<file path="src/rtl/axis_pkg.sv">
// Shared types and helpers for the round-robin AXI-Stream packet arbiter.
// Default widths live here so the top-level parameter defaults and beat_t agree.
package axis_pkg;

    localparam int DEF_WORD_W = 8;
    localparam int DEF_BUS_W  = 8;

    typedef enum logic {
        IDLE = 1'b0,
        BUSY = 1'b1
    } arb_state_t;

    function automatic int words_per_beat(input int bus_w, input int word_w);
        return bus_w / word_w;
    endfunction

    typedef logic [words_per_beat(DEF_BUS_W, DEF_WORD_W)-1:0][DEF_WORD_W-1:0] beat_t;

endpackage

</file>
<file path="src/rtl/rr_priority_pick.sv">
// Round-robin pick: returns the first asserted request at or after ptr,
// wrapping modulo N.
module rr_priority_pick #(
    parameter  int N  = 4,
    localparam int IW = (N > 1) ? $clog2(N) : 1
) (
    input  logic [N-1:0]  req,
    input  logic [IW-1:0] ptr,
    output logic [IW-1:0] gnt_idx,
    output logic          any_req
);

    // NOTE: every output of a combinational block gets a default first, so no path leaves it unassigned and no latch is inferred.
    always_comb begin
        gnt_idx = '0;
        any_req = |req;
        // Scan farthest-first so the request closest to ptr is the last (winning) assignment.
        for (int i = N - 1; i >= 0; i--) begin
            int idx;
            idx = int'(ptr) + i;
            if (idx >= N) idx = idx - N;
            if (req[idx]) gnt_idx = IW'(idx);
        end
    end

endmodule

</file>
<file path="src/rtl/axis_rr_packet_arbiter.sv">
// N_S-to-1 AXI-Stream arbiter: round-robin grant locked for a whole packet,
// zero-latency data mux, only grant/pointer/beat counter are registered.
module axis_rr_packet_arbiter
    import axis_pkg::*;
#(
    parameter  int N_S       = 4,
    parameter  int WORD_W    = DEF_WORD_W,
    parameter  int BUS_W     = DEF_BUS_W,
    parameter  int MAX_BEATS = 256,
    localparam int WPB       = words_per_beat(BUS_W, WORD_W),
    localparam int DATA_W    = WPB * WORD_W,
    localparam int SEL_W     = $clog2(N_S),
    localparam int CNT_W     = $clog2(MAX_BEATS + 1)
) (
    input  logic                    clk,
    input  logic                    rst,
    input  logic [N_S-1:0]          s_valid,
    output logic [N_S-1:0]          s_ready,
    input  logic [N_S*DATA_W-1:0]   s_data,
    input  logic [N_S-1:0]          s_last,
    output logic                    m_valid,
    input  logic                    m_ready,
    output logic [DATA_W-1:0]       m_data,
    output logic                    m_last,
    output logic [SEL_W-1:0]        m_sel,
    output logic [CNT_W-1:0]        m_beat
);

    arb_state_t       state_q, state_d;
    logic [SEL_W-1:0] grant_q, grant_d;
    logic [SEL_W-1:0] rr_ptr_q, rr_ptr_d;
    logic [CNT_W-1:0] beat_q, beat_d;
    logic [SEL_W-1:0] pick_idx;
    logic             pick_any;
    logic             hs;

    rr_priority_pick #(.N(N_S)) u_pick (
        .req     (s_valid),
        .ptr     (rr_ptr_q),
        .gnt_idx (pick_idx),
        .any_req (pick_any)
    );

    // NOTE: registers use non-blocking assignments so every flop samples pre-edge values regardless of block order.
    always_ff @(posedge clk) begin
        if (rst) begin
            state_q  <= IDLE;
            grant_q  <= '0;
            rr_ptr_q <= '0;
            beat_q   <= '0;
        end else begin
            state_q  <= state_d;
            grant_q  <= grant_d;
            rr_ptr_q <= rr_ptr_d;
            beat_q   <= beat_d;
        end
    end

    always_comb begin
        state_d  = state_q;
        grant_d  = grant_q;
        rr_ptr_d = rr_ptr_q;
        beat_d   = beat_q;
        s_ready  = '0;
        m_valid  = 1'b0;
        m_last   = 1'b0;
        m_data   = s_data[int'(grant_q)*DATA_W +: DATA_W];
        hs       = 1'b0;

        unique case (state_q)
            IDLE: begin
                if (pick_any) begin
                    grant_d = pick_idx;
                    beat_d  = '0;
                    state_d = BUSY;
                end
            end
            BUSY: begin
                m_valid          = s_valid[grant_q];
                m_last           = s_last[grant_q];
                s_ready[grant_q] = m_ready;
                hs               = m_valid && m_ready;
                if (hs) begin
                    if (m_last) begin
                        state_d  = IDLE;
                        rr_ptr_d = (grant_q == SEL_W'(N_S - 1)) ? '0 : grant_q + SEL_W'(1);
                        beat_d   = '0;
                    end else if (beat_q != CNT_W'(MAX_BEATS - 1)) begin
                        beat_d = beat_q + CNT_W'(1);
                    end
                end
            end
            default: state_d = IDLE;
        endcase
    end

    assign m_sel  = grant_q;
    assign m_beat = beat_q;

    a_ready_onehot0: assert property (@(posedge clk) disable iff (rst) $onehot0(s_ready));
    a_valid_busy:    assert property (@(posedge clk) disable iff (rst) m_valid |-> (state_q == BUSY));
    a_data_stable:   assert property (@(posedge clk) disable iff (rst)
        (state_q == BUSY && s_valid[grant_q] && !s_ready[grant_q]) |=> $stable(m_data));
    a_beat_overflow: assert property (@(posedge clk) disable iff (rst)
        !(hs && !m_last && beat_q == CNT_W'(MAX_BEATS - 1)));

endmodule

</file>
<file path="config.mk">
export PLATFORM = sky130hd
export DESIGN_NAME = axis_rr_packet_arbiter
export DESIGN_NICKNAME = d
export VERILOG_FILES = /design/src/rtl/axis_pkg.sv /design/src/rtl/rr_priority_pick.sv /design/src/rtl/axis_rr_packet_arbiter.sv
export SDC_FILE = /design/constraint.sdc
export NUM_CORES = 1
export LEC_CHECK = 0
export CAP_MARGIN = 20
export CELL_PAD_IN_SITES_DETAIL_PLACEMENT = 0
export CELL_PAD_IN_SITES_GLOBAL_PLACEMENT = 1
export CORE_MARGIN = 3
export CORE_UTILIZATION = 27
export CTS_CLUSTER_DIAMETER = 60
export DETAILED_ROUTE_END_ITERATION = 16
export PLACE_DENSITY_LB_ADDON = 0.3
export RECOVER_POWER = 50
export SLEW_MARGIN = 25
export SYNTH_ARGS = -nofsm -noshare
export SYNTH_HDL_FRONTEND = slang
export SYNTH_SLANG_ARGS = --single-unit
</file>
<file path="constraint.sdc">
create_clock -name clk -period 2.95 [get_ports clk]
set_clock_uncertainty 0.15 [all_clocks]
set_input_delay 0.59 -clock clk [delete_from_list [all_inputs] [get_ports clk]]
set_output_delay 0.59 -clock clk [all_outputs]
set_load 0.05 [all_outputs]
</file>
# == After elaboration in Yosys (flattened, before gate mapping) ==
# Cells that the tools add are included.
# op_classes
add_sub_neg,9
n_mul,0
div,0
order_cmp,10
n_eq_ne,5
shifts,1
muxes,39
n_bitwise,2
reduce_logical,6
# ops
cell,count
"32-bit by 4-bit less-than comparator with 1-bit output, second input constant",4
32-bit two-way mux,4
"32-bit by 4-bit >= comparator with 1-bit output, second input constant",3
"32-bit by 4-bit subtractor with 32-bit output, second input constant",3
9-bit two-way mux,4
32-bit by 6-bit variable part select with 8-bit output,1
9-bit case mux with 2 select lines,1
1-bit two-way mux,16
1-bit binary-select mux with 2-bit select,6
2-bit two-way mux,5
"9-bit by 1-bit adder with 9-bit output, second input constant",1
"9-bit by 8-bit inequality test with 1-bit output, second input constant",1
"2-bit by 2-bit adder with 3-bit output, second input constant",2
3-bit AND reduction,2
4-bit bitwise AND,1
4-bit two-way mux,1
4-bit OR reduction,1
"2-bit by 3-bit subtractor with 4-bit output, second input constant",1
"2-bit by 1-bit adder with 3-bit output, second input constant",1
"2-bit by 3-bit >= comparator with 1-bit output, second input constant",1
"2-bit by 3-bit less-than comparator with 1-bit output, second input constant",1
"3-bit by 1-bit inequality test with 1-bit output, second input constant",1
"2-bit by 1-bit adder with 2-bit output, second input constant",1
1-bit demux with 2-bit select,1
8 further kinds,9
# totals
ff_bits,14
latchBits,0
ram_bits,0
rom_bits,0
input_bits,43
output_inout_bits,25
elab_cells,76
n_memories,0

# == Logic depth before layout (Yosys ltp) ==
# Gate-level depths: netlist (run 1).
# depth
ltp_word,10
depth_mapped,10
mapped_depth_nobuf,9

# == Hierarchy ==
# A second synthesis (run 1) with hierarchy kept.
# unflattened
cells_unflattened,135
area_unflattened_um2,1194.9
# modules_own_cells
module,n_inst,cells_per_inst,area_each_um2
axis_rr_packet_arbiter,1,122,1117.3
rr_priority_pick,1,13,77.6

# == Least setup slack after synthesis (run 1) ==
# OpenSTA, ideal clock, no wires.
# synth_timing
path_type,reg2out
start,"register grant_q[0], in the netlist m_sel[0]"
end,output m_valid
arrival_time_ns,2.310
required_ns,2.210
setup_slack_ns,-0.100
path_stages_with_launch,5
cell_sequence,dfxtp_1 > clkbuf_1 > mux2_2 > nor2_1 > nor3_1
# synth_between
elab_chain_cells,3
# synth_lines
item,line,text
start: declaration,axis_rr_packet_arbiter.sv:30,"logic [SEL_W-1:0] grant_q, grant_d;"
start signal: assignment,axis_rr_packet_arbiter.sv:53,grant_q <= grant_d;
1-bit binary-select mux with 2-bit select,axis_rr_packet_arbiter.sv:79,m_valid = s_valid[grant_q];
1-bit two-way mux (implied by the code),axis_rr_packet_arbiter.sv:79,
1-bit two-way mux,axis_rr_packet_arbiter.sv:70,unique case (state_q)
end: declaration,axis_rr_packet_arbiter.sv:21,"output logic m_valid,"
# Every way passes these cells. The select of a mux whose other input is x is not followed.

# == Final worst setup path (run 1) ==
# layout_timing
start,input s_valid[1]
end,"register beat_q[3], in the netlist m_beat[3]"
# layout_between
elab_chain_cells,5
elab_cells_between_ends,7
# layout_lines
item,line,text
start: declaration,axis_rr_packet_arbiter.sv:17,"input logic [N_S-1:0] s_valid,"
1-bit binary-select mux with 2-bit select,axis_rr_packet_arbiter.sv:79,
1-bit two-way mux (implied by the code),axis_rr_packet_arbiter.sv:79,
1-bit logical AND,axis_rr_packet_arbiter.sv:82,hs = m_valid && m_ready;
2-bit by 1-bit inequality test with 1-bit output (no line),n/a,
3-bit AND reduction (no line) (*),n/a,
end signal: assignment,axis_rr_packet_arbiter.sv:55,beat_q <= beat_d;
end: declaration,axis_rr_packet_arbiter.sv:32,"logic [CNT_W-1:0] beat_q, beat_d;"
# Mark *: on every way between the ends. The rest lies on a longest branch, timed or not. The select of a mux whose other input is x is not followed.
# A chain may end at the register's enable or synchronous reset.

==> impl_metrics.json, run 1 <==
{
  "antenna_left": 0,
  "async_reset_ff_frac": 0,
  "drt_iter0_drc": 69,
  "gr-total-overflow": 0,
  "r2r_setup_slack_ps": 390,
  "finalHoldViolCount": 0,
  "synth_top_family_by_area": "compound AO/OA/AOI/OAI gates",
  "ir_drop_uv": 267,
  "place.gp.congestion": 0.863,
  "synth_simple_gate_area_share": 0.193,
  "dieWidth_microns": 72.4,
  "antenna_found_initial": 0,
  "fin_cells": 249,
  "synth_seq_cells": 14,
  "tns_ps": 0,
  "hold_buffers": 0,
  "cts_setup_buffers": 0,
  "ys_warn_count": 0,
  "fin_crit_sh": 0.927,
  "fmax_ghz": 0.365,
  "coreArea_sq_um": 4120,
  "avgSynthCellArea_sq_um": 9.29,
  "power.density_nw_per_um2": 333,
  "crit_required_ps": 2940,
  "rows": 23,
  "synth.distinct_cells": 39,
  "grt_pass1_vias": 1293,
  "numCtsBuffers": 3,
  "hpwl_microns": 3130,
  "post-route-min-period_ps": 2740,
  "synthAdderAreaFrac": 0.0632,
  "r2r-start": "m_beat[0]",
  "syn_inst": 128,
  "maxCapViolations": 0,
  "worstPathArrival_ps": 2730,
  "reg2reg_to": "m_beat[7]",
  "worst_hold_path_type": "reg -> reg",
  "max_slew.worst_pin.slew_ps": 622,
  "cts_buffer_depth": 2,
  "first_pass_iters": 4,
  "grt_max_degree": 18,
  "slew_violations": 0,
  "synth_mux_area_frac": 0.208,
  "wl_per_cell_microns": 15.7,
  "status": "finished clean",
  "cts_tree": "yes",
  "synth_compound_area_frac": 0.237,
  "via_count": 1305,
  "leakagePower_nw": 0.753,
  "final_net_count": 249,
  "hold_start": "m_beat[7]",
  "remaining_drc_errors": 0,
  "p_total_mw": 0.654,
  "yosysSeqAreaShare": 0.236,
  "pin_count": 68,
  "cts-root-buf": "clkbuf_8",
  "clock_latency_ps": 240,
  "start_util": 0.289,
  "die_h_microns": 72.4,
  "n_antenna_cell": 0,
  "synth_top_area_cell": "dfxtp_1",
  "htree_levels": 1,
  "track_usage": 0.156,
  "drive_gt1_frac": 0.226,
  "crit_path_end_kind": "flip-flop",
  "synth_top_cells_by_area": "dfxtp_1 24%, mux4_2 17%, ha_1 6.3%",
  "ff2ff_path_depth": 10,
  "grt_pass1_wl_microns": 6530,
  "final_common_cell": "clkdlybuf4s50_1",
  "layout_common_cells": "42 x clkdlybuf4s50_1, 15 x buf_4, 14 x dfxtp_1",
  "port_buffers": 67,
  "rsz0062_at_grt": "no",
  "drt_wl_total_microns": 3920,
  "critPathKind": "in -> reg",
  "synth_top_area_frac": 0.236,
  "start_kind": "input pin",
  "synth_top_flop_cell": "dfxtp_1",
  "vias_per_cell": 5.24,
  "synth_edf_count": 0,
  "holdWs_ps": 356,
  "min_to": "m_beat[7]",
  "synth_xor_area_frac": 0,
  "syn2layout_area_growth_pct": 65.1,
  "holdPathStages": 2,
  "setup_viol": 0,
  "synth_area_sq_um": 1190,
  "cts_resized": 0,
  "max_slew_margin": 0.585,
  "critical_path.max_fanout": 17,
  "synth_fp_nets": 177,
  "dp_cells": 245,
  "cts_sinks": 14,
  "clk_pin_slew_ps": 50,
  "fp.dieArea_sq_um": 5230
}
critical path, cell delays in order:
cell	delay, ps
dlygate4sd3_1	570
or4_1	520
a222oi_1	370
buf_4	290
o21bai_4	160
a311oi_2	230
worst max path at each step:
stage                    start  slack (ps)  depth (start not counted)   endpoint
CTS                   m_sel[0]         200                          3  m_data[7]
global placement    s_valid[3]         150                          6  m_beat[3]
finish              s_valid[1]         210                          6  m_beat[3]
detailed placement  s_valid[3]          90                          6  m_beat[3]
floorplan             m_sel[0]          20                          3  m_data[0]
global route        s_valid[1]         100                          6  m_beat[3]
state kept, by name, indices dropped and copies added, names as in the netlist:
register,count
m_sel,2
state_q,1
rr_ptr_q,2
m_beat,9
cell type report:
type | instances | area [sq um]
Tap cell | 50 | 62.6
Sequential cell | 14 | 280
Timing Repair Buffer | 73 | 681
Inverter | 12 | 45.0
Multi-Input combinational cell | 96 | 838
Clock buffer | 4 | 55.1
Fill cell | 398 | 2150
cells by family (layout without fill, tap and decap cells):
logic type | count (synthesis) | after routing
simple gates | 41 | 41
compound gates | 36 | 36
buf+inv | 18 | 89
flops | 14 | 14
mux | 13 | 13
fa+ha+maj | 6 | 6
stage by stage:
stage	utilization	instance area (sq um)	worst slack, ps
floorplan	-	1190	23.1
global placement	0.466	1920	146
detailed placement	0.466	1920	92.1
CTS	0.480	1970	195
global route	0.477	1960	95.2
finish	0.477	1960	214
synth_stat cells, types with 2 or more instances:
cell	count
dfxtp_1	14
inv_1	12
a21oi_1	10
mux4_2	9
nor2_1	8
and3_1	6
ha_1	6
nand3_1	5
o21ai_0	5
or4_1	5
clkbuf_1	4
mux2_2	4
nand2_1	4
nor3_1	4
o31ai_1	3
a211o_1	2
a211oi_2	2
o221ai_1	2
o31a_1	2
or2_2	2
layer usage:
layer | GRT usage | wire length, microns
met5 | 0 | 0
met4 | 0.0292 | 18
met3 | 0.0277 | 232
met2 | 0.267 | 1920
met1 | 0.205 | 1750
report_power, final:
group          total (mW)  internal, mW  switching (mW)
Clock               0.183         0.118          0.0646
Sequential          0.211         0.196          0.0145
Combinational       0.261         0.123           0.138
Power figures use the tool's default switching activity.
==> run 2, diff against run 1 <==
GPL_ROUTABILITY_DRIVEN = 0   (was default)
PLACE_DENSITY = 0.88   (was default)
PLACE_DENSITY_LB_ADDON = default   (was 0.3)
==> run 2 against run 1 <==
Hold slack worse by 14 ps. Combinational power hardly changed. Non-clock buffer count is 1 higher. Design area is 0.19% higher. Clock power is 16% lower. Sequential share of layout area hardly changed. Clock-buffer cell count is 1 lower. Cell count stayed put. Die area stayed put. Setup slack worse by 5.5 ps. Power is 4.8% lower. Highest routed layer unchanged.
==> impl_metrics.json, run 2 (synthesis gave the netlist of run 1 again) <==
{
  "pin_count": 68,
  "ir_drop_uv": 108,
  "drive_gt1_frac": 0.211,
  "critPathKind": "in -> out",
  "grt_pass1_vias": 1244,
  "hold_start": "m_beat[8]",
  "cts_setup_buffers": 0,
  "gr-total-overflow": 0,
  "drt_iter0_drc": 53,
  "syn2layout_area_growth_pct": 65.4,
  "p_sw_frac": 0.341,
  "wl_per_cell_microns": 14.2,
  "internal_power_mw": 0.410,
  "start_util": 0.289,
  "die_h_microns": 72.4,
  "critical_path.max_fanout": 6,
  "vias_per_cell": 5.21,
  "cp_slowest_stage_delay_ps": 480,
  "fp.dieArea_sq_um": 5230,
  "r2r-start": "m_beat[0]",
  "fillerInstances": 406,
  "leakagePower_nw": 0.748,
  "hpwl_microns": 2960,
  "r2r_setup_slack_ps": 440,
  "antenna_left": 0,
  "cts_sinks": 14,
  "cts-root-buf": "clkbuf_8",
  "port_buffers": 67,
  "largest_register_ffs": 9,
  "finalHoldViolCount": 0,
  "min_to": "m_beat[8]",
  "crit_path_end_kind": "output port",
  "fmax_ghz": 0.365,
  "drt_wl_total_microns": 3540,
  "n_antenna_cell": 0,
  "via_count": 1297,
  "clk_pin_slew_ps": 50,
  "use_met2": 0.241,
  "slew_violations": 0,
  "holdPathStages": 2,
  "p_total_mw": 0.623,
  "p_clk_frac": 0.245,
  "holdWs_ps": 342,
  "cts_buffer_depth": 2,
  "htree_levels": 1,
  "final_common_cell": "clkdlybuf4s50_1",
  "hold_buffers": 0,
  "max_slew.worst_pin.slew_ps": 616,
  "layout_common_cells": "43 x clkdlybuf4s50_1, 15 x buf_4, 14 x dfxtp_1",
  "start_kind": "input pin",
  "cts_tree": "yes",
  "seq_area_sq_um": 280,
  "fin_crit_sh": 0.929,
  "status": "finished clean",
  "rsz0062_at_grt": "no",
  "startpoint": "s_valid[1]",
  "crit_required_ps": 2210,
  "tns_ps": 0,
  "top_usage_layer": "met2",
  "track_usage": 0.135,
  "grt_pass1_wl_microns": 5630,
  "use_met1": 0.159,
  "post-route-min-period_ps": 2740,
  "coreArea_sq_um": 4120,
  "worst_hold_path_type": "reg -> reg",
  "numCtsBuffers": 3,
  "setup_viol": 0,
  "share_comb_of_total_power": 0.421,
  "maxCapViolations": 0,
  "power.switching_mw": 0.212,
  "worstPathArrival_ps": 2000,
  "remaining_drc_errors": 0,
  "cts_resized": 0,
  "power.density_nw_per_um2": 317,
  "grt_max_degree": 18,
  "ff2ff_path_depth": 10,
  "seq_power_share": 0.334,
  "clock_latency_ps": 240,
  "path_cells": "clkdlybuf4s50_1 > clkbuf_1 > mux2_1 > nor2_1 > nor3_2 > buf_12",
  "first_pass_iters": 4,
  "reg2reg_to": "m_beat[7]",
  "use_met3": 0.0319,
  "multi_input_area_sq_um": 838,
  "rows": 23,
  "dieWidth_microns": 72.4,
  "cpMaxStageDelayCell": "clkdlybuf4s50_1",
  "max_slew_margin": 0.591,
  "fin_util": 0.478,
  "antenna_found_initial": 0,
  "final_net_count": 250
}
==> run 2: worst max path at each step <==
| stage | depth (start not counted) | endpoint | slack [ps] |
|---|---|---|---|
| after CTS | 5 | m_last | 290 |
| after floorplan | 3 | m_data[0] | 20 |
| after detailed placement | 6 | m_beat[3] | 160 |
| final | 6 | m_valid | 210 |
| after global routing | 6 | m_valid | 120 |
| after global placement | 6 | m_beat[3] | 160 |
==> run 2: cell type report <==
cell class	count	area share
inverters	12	0.0229
clock buffers	3	0.0210
flip-flops and latches	14	0.143
repair buffers	74	0.355
multi-input cells	96	0.426
well taps	50	0.0318
==> run 2: metrics by stage <==
step	cells	instance area (sq um)	setup WS [ps]
2_1_floorplan	128	1190	23.1
3_3_place_gp	246	1960	159
3_5_place_dp	246	1960	161
4_1_cts	249	2010	287
5_1_grt	249	1970	124
6_report	249	1970	208
==> run 2: per-layer routing <==
metal	up-vias	wire (microns)
li1	646	-
met1	581	1460
met2	66	1720
met3	4	327
met4	0	34
met5	-	0
==> run 2: power by group through the flow <==
stage	clock network (mW)	registers, mW	logic, mW
global placement	0	0.212	0.267
finish	0.153	0.208	0.262
global route	0.166	0.210	0.279
detailed placement	0	0.212	0.270
CTS	0.158	0.208	0.270
floorplan	0	0.223	0.142
==> run 2: critical path, delay by kind of cell <==
family        cells  cell delay, ps
mux               1             240
simple gates      2             290
buf+inv           3             880
==> patch: new RTL, config.mk and constraints of run 2 <==
Reset style: asynchronous (`rst`), changed in one clocked block.
--- a/src/rtl/axis_rr_packet_arbiter.sv
+++ b/src/rtl/axis_rr_packet_arbiter.sv
@@ -44,3 +44,3 @@
     // NOTE: registers use non-blocking assignments so every flop samples pre-edge values regardless of block order.
-    always_ff @(posedge clk) begin
+    always_ff @(posedge clk or posedge rst) begin
         if (rst) begin
Formal check against the unedited RTL: differs if rst is asserted again (counterexample within 4 cycles, from zero or initial values and one cycle with rst high); with rst held inactive, the same outputs for 10 cycles.
==> patch against run 2 <==
- setup slack better by 67 ps
- final area fell by 0.57%
- cell count fell by 7.6%
- highest routed layer unchanged
- largest cell class unchanged
- via count is 5.5% lower
- worst hold slack improved by 46 ps
- first-iteration DRC count is 1.9% higher
- wire length rose by 7.9%
- synthesized cell count shrank 14%
- sequential cell count stayed put
- area after synthesis is 4.0% lower
Power is not compared: it rests on default switching activity, and its combinational part moved more than twofold at a synthesized area within 25%.
==> patch: results <==
export IMPL_fin_nets=231
export IMPL_cts_setup_buffers=0
export IMPL_syn_num_nets=159
export IMPL_grt_max_degree=15
export IMPL_vias=1226
export IMPL_hold_class="reg -> reg"
export IMPL_synthArstFlopShare_pct=100
export IMPL_antenna_cells=0
export IMPL_drive_gt1_share_pct=21.7
export IMPL_firstDrtPassIters=4
export IMPL_seq_area_frac_synth_pct=30.7
export IMPL_postPlaceCellArea_mm2=0.00192
export IMPL_hold_path_startpoint="m_beat[8]"
export IMPL_clk_latency_ps=240
export IMPL_ys_types=35
export IMPL_timing_critical_path_fanout_max=13
export IMPL_switchingPower_mw=0.801
export IMPL_clockBufferDepth=2
export IMPL_h_tree_depth=1
export IMPL_grt_overflow_total=0
export IMPL_root_buffer="clkbuf_8"
export IMPL_cts_repair_resized=0
export IMPL_cts_buffers=3
export IMPL_drv_cap=0
export IMPL_placement_io_buffers=67
export IMPL_p_leak_nw=0.836
export IMPL_dp_hpwl_mm=3.18
export IMPL_r2r_start="m_beat[0]"
export IMPL_largest_reg_flops=9
export IMPL_initialDrtViolationCount=54
export IMPL_slew_headroom_pct=62.8
export IMPL_routed_wl_mm=3.82
export IMPL_path_clk_slew_ps=60
export IMPL_ir_worst_vdd_mv=0.226
export IMPL_max_stage_delay_ps=650
export IMPL_synthTopCellsByCount="dfrtp_1 (14), nor2_1 (12), mux4_2 (9)"
export IMPL_path_delay_family="flip-flops"
export IMPL_grt_pass1_vias=1276
export IMPL_globalRouteTotalUtil_pct=15.5
export IMPL_ys_top_cells_by_area="dfrtp_1 (31%), mux4_2 (18%), ha_1 (6.6%)"
export IMPL_worstSetupStartpoint="m_sel[0]"
export IMPL_crit_slowest_cell="dfrtp_1"
export IMPL_cp_arrival_ps=1930
export IMPL_grt_pass1_wl_mm=6.24
export IMPL_fill_cells=358
export IMPL_antenna_found_initial=0
export IMPL_status="finished clean"
[patch: power groups by stage]
stage	Sequential (mW)	Clock, mW	Combinational (mW)
final	0.312	0.152	1.15
after global routing	0.325	0.167	1.21
after CTS	0.311	0.156	1.16
after detailed placement	0.314	0	1.16
after global placement	0.310	0	1.14
after floorplan	0.351	0	0.707
[patch: path summary, 6_finish.rpt]
path | endpoint | slack [ps] | depth (start not counted)
worst max-delay path | m_data[4] | 280 | 3
worst min-delay path | m_beat[8] | 390 | 1
worst max register to register | m_beat[6] | 600 | 8
worst min register to register | m_beat[8] | 390 | 1
max in group asynchronous | m_beat[7] | 1600 | 2
min in group asynchronous | m_beat[1] | 680 | 2
[patch: kinds of logic after synthesis]
group | synth area share, %
AND/OR/NAND/NOR | 16.4
flip-flops | 30.7
multiplexers | 22.6
adder cells (fa/ha/maj) | 6.58
buffers and inverters | 3.73
AO/OA/AOI/OAI | 20.0
[patch: per-stage QoR]
step	utilization [%]	instances	setup WS, ps
after global routing	48.5	230	164
after global placement	47.6	227	313
after floorplan	-	110	228
after CTS	48.6	230	264
after detailed placement	47.6	227	295
final	48.5	230	275
[patch: layer usage]
metal | track usage [%] | up-vias | part of all wire, %
met5 | 0 | - | 0
met4 | 4.59 | 0 | 1.0
met3 | 3.27 | 5 | 7.8
met2 | 30.5 | 62 | 54
met1 | 16.2 | 594 | 37
li1 | - | 565 | -
[patch: area by class of cell]
type,count,area [um2],share of cell area [%]
sequential,14,350,17.9
clock buffer,3,41.3,2.11
multi-input combinational,85,749,38.3
tap,50,62.6,3.20
timing repair buffer,70,721,36.9
inverter,8,30.0,1.54
